--- config.mk ---
export PLATFORM = sky130hd
export DESIGN_NAME = vend_controller
export DESIGN_NICKNAME = d
export VERILOG_FILES = /design/src/rtl/vend_pkg.sv /design/src/rtl/vend_price_lut.sv /design/src/rtl/vend_controller.sv
export SDC_FILE = /design/constraint.sdc
export NUM_CORES = 1
export LEC_CHECK = 0
export CORE_UTILIZATION = 45
export DETAILED_ROUTE_END_ITERATION = 12
export HOLD_SLACK_MARGIN = 0.05
export PLACE_DENSITY_LB_ADDON = 0.15
export SYNTH_ARGS = -nofsm -noshare
export SYNTH_HDL_FRONTEND = slang
export SYNTH_SLANG_ARGS = --single-unit
--- constraint.sdc ---
create_clock -name clk -period 3.5 [get_ports clk]
set_input_delay 0.7 -clock clk [delete_from_list [all_inputs] [get_ports clk]]
set_output_delay 0.7 -clock clk [all_outputs]
set_load 0.01 [all_outputs]
--- src/rtl/vend_pkg.sv ---
// Shared state encoding and default datapath/price constants for the vending
// machine credit controller.
package vend_pkg;

  typedef enum logic [1:0] {
    IDLE   = 2'd0,
    ADD    = 2'd1,
    DISP   = 2'd2,
    REFUND = 2'd3
  } vend_state_e;

  localparam int W_DEF       = 8;
  localparam int PRICE0_DEF  = 50;
  localparam int PRICE1_DEF  = 75;
  localparam int PRICE2_DEF  = 100;
  localparam int PRICE3_DEF  = 150;
  localparam int TIMEOUT_DEF = 200;

endpackage

--- src/rtl/vend_price_lut.sv ---
// Combinational product-select to price lookup.
module vend_price_lut
  import vend_pkg::*;
#(
  parameter int W      = W_DEF,
  parameter int PRICE0 = PRICE0_DEF,
  parameter int PRICE1 = PRICE1_DEF,
  parameter int PRICE2 = PRICE2_DEF,
  parameter int PRICE3 = PRICE3_DEF
) (
  input  logic [1:0]   sel_i,
  output logic [W-1:0] price_o
);

  always_comb begin
    price_o = W'(PRICE0);
    case (sel_i)
      2'd0:    price_o = W'(PRICE0);
      2'd1:    price_o = W'(PRICE1);
      2'd2:    price_o = W'(PRICE2);
      default: price_o = W'(PRICE3);
    endcase
  end

endmodule

--- src/rtl/vend_controller.sv ---
// Coin-credit sequencing controller: coin edge capture, saturating credit add,
// buy/cancel resolution against the price table and inactivity refund.
module vend_controller
  import vend_pkg::*;
#(
  parameter int W       = W_DEF,
  parameter int PRICE0  = PRICE0_DEF,
  parameter int PRICE1  = PRICE1_DEF,
  parameter int PRICE2  = PRICE2_DEF,
  parameter int PRICE3  = PRICE3_DEF,
  parameter int TIMEOUT = TIMEOUT_DEF
) (
  input  logic         clk,
  input  logic         rst,
  input  logic         coin_n,
  input  logic [W-1:0] coin_val,
  input  logic [1:0]   sel,
  input  logic         buy,
  input  logic         cancel,
  output logic [W-1:0] credit,
  output logic         dispense,
  output logic [1:0]   prod_out,
  output logic [W-1:0] change,
  output logic         change_valid,
  output logic         coin_reject,
  output logic         no_credit,
  output logic         busy
);

  localparam int CNT_W = (TIMEOUT > 2) ? $clog2(TIMEOUT) : 1;
  localparam logic [CNT_W-1:0] CNT_LAST = CNT_W'(TIMEOUT - 2);

  vend_state_e      state_q, state_d;
  logic [W-1:0]     credit_q, credit_d;
  logic             coin_prev_q, coin_prev_d;
  logic             coin_pend_q, coin_pend_d;
  logic [W-1:0]     coin_reg_q, coin_reg_d;
  logic [1:0]       sel_q, sel_d;
  logic [CNT_W-1:0] cnt_q, cnt_d;
  logic             dispense_q, dispense_d;
  logic [1:0]       prod_q, prod_d;
  logic [W-1:0]     change_q, change_d;
  logic             change_valid_q, change_valid_d;
  logic             coin_reject_q, coin_reject_d;
  logic             no_credit_q, no_credit_d;

  logic [1:0]       lut_sel;
  logic [W-1:0]     price;
  logic [W:0]       sum;
  logic             coin_edge;

  // In DISP the latched selection prices the change; in IDLE the live select does.
  assign lut_sel = (state_q == DISP) ? sel_q : sel;

  vend_price_lut #(
    .W      (W),
    .PRICE0 (PRICE0),
    .PRICE1 (PRICE1),
    .PRICE2 (PRICE2),
    .PRICE3 (PRICE3)
  ) u_price_lut (
    .sel_i   (lut_sel),
    .price_o (price)
  );

  assign coin_edge = coin_prev_q & ~coin_n;
  assign sum       = {1'b0, credit_q} + {1'b0, coin_reg_q};

  always_comb begin
    state_d        = state_q;
    credit_d       = credit_q;
    coin_prev_d    = coin_n;
    coin_pend_d    = coin_pend_q;
    coin_reg_d     = coin_reg_q;
    sel_d          = sel_q;
    cnt_d          = '0;
    dispense_d     = 1'b0;
    prod_d         = prod_q;
    change_d       = change_q;
    change_valid_d = 1'b0;
    coin_reject_d  = 1'b0;
    no_credit_d    = 1'b0;

    // A pending coin blocks further captures until ADD consumes it.
    if (coin_pend_q) begin
      if (state_q == ADD) begin
        coin_pend_d = 1'b0;
      end
    end else if (coin_edge) begin
      coin_pend_d = 1'b1;
      coin_reg_d  = coin_val;
    end

    case (state_q)
      IDLE: begin
        if (cancel && (credit_q != '0)) begin
          state_d = REFUND;
        end else if (buy) begin
          if (credit_q >= price) begin
            state_d = DISP;
            sel_d   = sel;
          end else begin
            no_credit_d = 1'b1;
          end
        end else if (coin_pend_q) begin
          state_d = ADD;
        end else if (credit_q != '0) begin
          if (cnt_q == CNT_LAST) begin
            state_d = REFUND;
          end else begin
            cnt_d = cnt_q + CNT_W'(1);
          end
        end
      end
      ADD: begin
        if (sum[W]) begin
          coin_reject_d = 1'b1;
        end else begin
          credit_d = sum[W-1:0];
        end
        state_d = IDLE;
      end
      DISP: begin
        dispense_d     = 1'b1;
        prod_d         = sel_q;
        change_d       = credit_q - price;
        change_valid_d = 1'b1;
        credit_d       = '0;
        state_d        = IDLE;
      end
      default: begin
        change_d       = credit_q;
        change_valid_d = 1'b1;
        credit_d       = '0;
        state_d        = IDLE;
      end
    endcase
  end

  always_ff @(posedge clk or negedge rst) begin
    if (!rst) begin
      state_q        <= IDLE;
      credit_q       <= '0;
      coin_prev_q    <= 1'b1;
      coin_pend_q    <= 1'b0;
      coin_reg_q     <= '0;
      sel_q          <= '0;
      cnt_q          <= '0;
      dispense_q     <= 1'b0;
      prod_q         <= '0;
      change_q       <= '0;
      change_valid_q <= 1'b0;
      coin_reject_q  <= 1'b0;
      no_credit_q    <= 1'b0;
    end else begin
      state_q        <= state_d;
      credit_q       <= credit_d;
      coin_prev_q    <= coin_prev_d;
      coin_pend_q    <= coin_pend_d;
      coin_reg_q     <= coin_reg_d;
      sel_q          <= sel_d;
      cnt_q          <= cnt_d;
      dispense_q     <= dispense_d;
      prod_q         <= prod_d;
      change_q       <= change_d;
      change_valid_q <= change_valid_d;
      coin_reject_q  <= coin_reject_d;
      no_credit_q    <= no_credit_d;
    end
  end

  assign credit       = credit_q;
  assign dispense     = dispense_q;
  assign prod_out     = prod_q;
  assign change       = change_q;
  assign change_valid = change_valid_q;
  assign coin_reject  = coin_reject_q;
  assign no_credit    = no_credit_q;
  assign busy         = (state_q != IDLE);

endmodule

==> impl_metrics.py <==
metrics = {
    "worst_setup_path": {
        "startpoint": "sel[0]",
        "r2r_cells": 13,
        "reg2reg_to": "sel_q[0]$_DFFE_PN0P_",
        "path_class": "in2reg",
        "endpoint": "sel_q[0]$_DFFE_PN0P_",
        "end_kind": "flop",
        "worstPathRequired_ns": 3.69,
        "rrSetupSlack_ns": 0.59,
        "startpoint_type": "primary input",
        "cp_max_fo": 4,
        "r2r-start": "state_q[0]$_DFFE_PN0P_",
        "arrival_ns": 3.12,
    },
    "clocking": {
        "clkLatencyLatePin_ns": 0.30,
        "cts-resized-gates": 0,
        "cts_tree": "built",
        "numCtsBuffers": 5,
        "clk_pin_slew_ns": 0.08,
        "postCtsSetupRepairBufs": 0,
        "cts.sinks": 44,
        "ctsHoldBuffers": 0,
        "clock_path_buffers": 2,
        "cts_root_buf": "clkbuf_8",
        "htreeDepth": 2,
    },
    "route": {
        "ant_nets": 0,
        "drc": 0,
        "drt_iter0_markers": 59,
        "wl_um": 5290,
        "dr.pass1.iters": 4,
        "num_vias": 2054,
        "wl_per_cell_um": 14.0,
        "vias_per_cell": 5.43,
    },
    "synthesis": {
        "syn_area_um2": 2670,
        "netlist_top_cells_count": "dfrtp_1, nor2_1, ha_1",
        "synth_ff_type": "dfrtp_1",
        "synth_area_leaders": "dfrtp_1, ha_1, mux2_2",
        "synth-edff-count": 0,
        "yosys.area.top_type": "dfrtp_1",
        "syn_area_per_cell_um2": 10.1,
        "syn_nets": 302,
        "ys_types": 48,
        "syn-instance-count": 263,
        "synth.most_common_cell": "dfrtp_1",
        "async_flop_share_pct": 100,
        "yosysWarnings": 0,
        "ys_ff_latch": 44,
        "seq_area_frac_synth_pct": 41.3,
        "synth_top_cell_area_share_pct": 40.3,
    },
    "finish": {
        "drive_above_1_share_pct": 10.1,
        "nets": 344,
        "antenna_cells": 0,
        "area_growth_pct": 21.6,
        "finalInstanceArea_um2": 3240,
    },
    "job": {
        "maxCapViolations": 0,
    },
    "timing": {
        "worstMarginPinSlew_ns": 0.967,
        "fin_crit_sh_pct": 83.8,
        "min_period_ns": 2.93,
        "hold_viol": 0,
        "fin_tns_setup_ns": 0,
        "setup_viol": 0,
        "max_freq_ghz": 0.341,
        "rsz0062_at_grt": "false",
        "finClkSkew_ns": 0.00623,
        "slew_viol_final": 0,
        "slew_headroom_pct": 35.5,
    },
    "min_path": {
        "hp-class": "reg2reg",
    },
    "grt": {
        "grt_pass1_vias": 1987,
        "antenna_found_initial": 0,
        "grt_remaining_overflow": 0,
        "track_usage_pct": 19.4,
        "grt_pass1_wl_um": 9380,
        "grt_max_degree": 45,
    },
    "status": {
        "outcome": "finished, final reports clean",
    },
    "placement": {
        "port_buffers": 37,
        "placed_cell_area_um2": 3120,
        "post-dp-hpwl_um": 3970,
        "finalWeightedCongestion": 0.877,
    },
    "floorplanning": {
        "die-area_um2": 6240,
        "die_y_um": 79.0,
        "core_area_um2": 5610,
        "rows": 27,
        "ioPinCount": 38,
        "initial_core_util_pct": 47.6,
        "fp.dieW_um": 79.0,
    },
    "pwr": {
        "p_leak_nw": 1.49,
        "ir_worst_vdd_uv": 368,
        "powerDensity_nw_per_um2": 899,
    },
}
## critical path, cell delays in order
cell             delay, ns
clkdlybuf4s50_1       0.48
nand2_1               0.05
nand2_1               0.15
ha_1                  0.19
ha_1                  0.17
inv_1                 0.06
fa_1                  0.41
nand3_1               0.11
nand4_1               0.11
a31oi_1               0.26
nor2_1                0.12
mux2_1                0.32
## state kept, by name (all words and copies together), names as in the netlist
register / flops
cnt_q: 8
coin_reject: 1
credit: 8
change: 8
coin_pend_q: 1
change_valid: 1
sel_q: 2
dispense: 1
coin_reg_q: 8
no_credit: 1
coin_prev_q: 1
prod_out: 2
state_q: 2
## cell usage in the layout, fill, tap and decap left out, types with 6 or more instances in the layout
master           netlist  routed
ha_1                  22      22
nand3_1               10      10
nor2_1                27      27
nand2_1               21      21
clkdlybuf4s50_1        0      36
xor2_1                 8       8
clkbuf_8               0       6
mux2_2                10      10
a21oi_1               10      10
inv_1                 13      13
nand2b_1               7       7
nor3_1                 6       6
o21ai_0                8       8
dfrtp_1               43      43
## power by group
part	internal (mW)	switching, mW
combinational	0.821	0.826
sequential	0.693	0.164
clock	0.233	0.180
total	1.75	1.17
## metal layers
| layer | GRT usage, % | wire length (µm) |
|---|---|---|
| met5 | 0 | 0 |
| met4 | 7.64 | 94 |
| met3 | 4.02 | 201 |
| met2 | 32.2 | 2570 |
| met1 | 24.7 | 2420 |
## metrics by stage
step	utilization, %	hold WS (ns)	setup slack, ns	total power, mW	cells
after floorplan	-	0.404	0.867	1.99	263
after global placement	55.7	0.463	0.300	2.48	370
after detailed placement	55.7	0.466	0.247	2.52	370
after CTS	57.9	0.486	0.568	2.95	378
after global routing	57.9	0.499	0.392	3.19	378
final	57.9	0.479	0.566	2.92	378
## how the worst min path moves through the flow
stage | from | end | slack [ns] | cells after the start
after floorplan | rst | change[0]$_DFFE_PN0P_ | 0.40 | 0
after global placement | prod_out[1]$_DFFE_PN0P_ | prod_out[1]$_DFFE_PN0P_ | 0.46 | 2
after detailed placement | change[3]$_DFFE_PN0P_ | change[3]$_DFFE_PN0P_ | 0.47 | 1
after CTS | change[3]$_DFFE_PN0P_ | change[3]$_DFFE_PN0P_ | 0.49 | 1
after global routing | change[3]$_DFFE_PN0P_ | change[3]$_DFFE_PN0P_ | 0.50 | 1
final | change[3]$_DFFE_PN0P_ | change[3]$_DFFE_PN0P_ | 0.48 | 1
## kinds of logic (layout without fill, tap and decap cells)
group           Yosys count  in the layout  synth area share [%]
compound gates           49             49                  13.2
simple gates             97             97                  18.4
mux                      21             21                  9.19
fa+ha+maj                24             24                  11.8
flops                    44             44                  41.3
xor+xnor                 11             11                  3.61
buf+inv                  17             60                  2.39
## cell type report
| cell class | count | area (µm²) |
|---|---|---|
| clock inverters | 2 | 38.8 |
| clock buffers | 6 | 82.6 |
| repair buffers | 39 | 380 |
| multi-input cells | 202 | 1500 |
| flip-flops and latches | 44 | 1100 |
| inverters | 13 | 48.8 |
| well taps | 72 | 90.1 |
| fillers | 503 | 2360 |
Power figures use the tool's default switching activity.
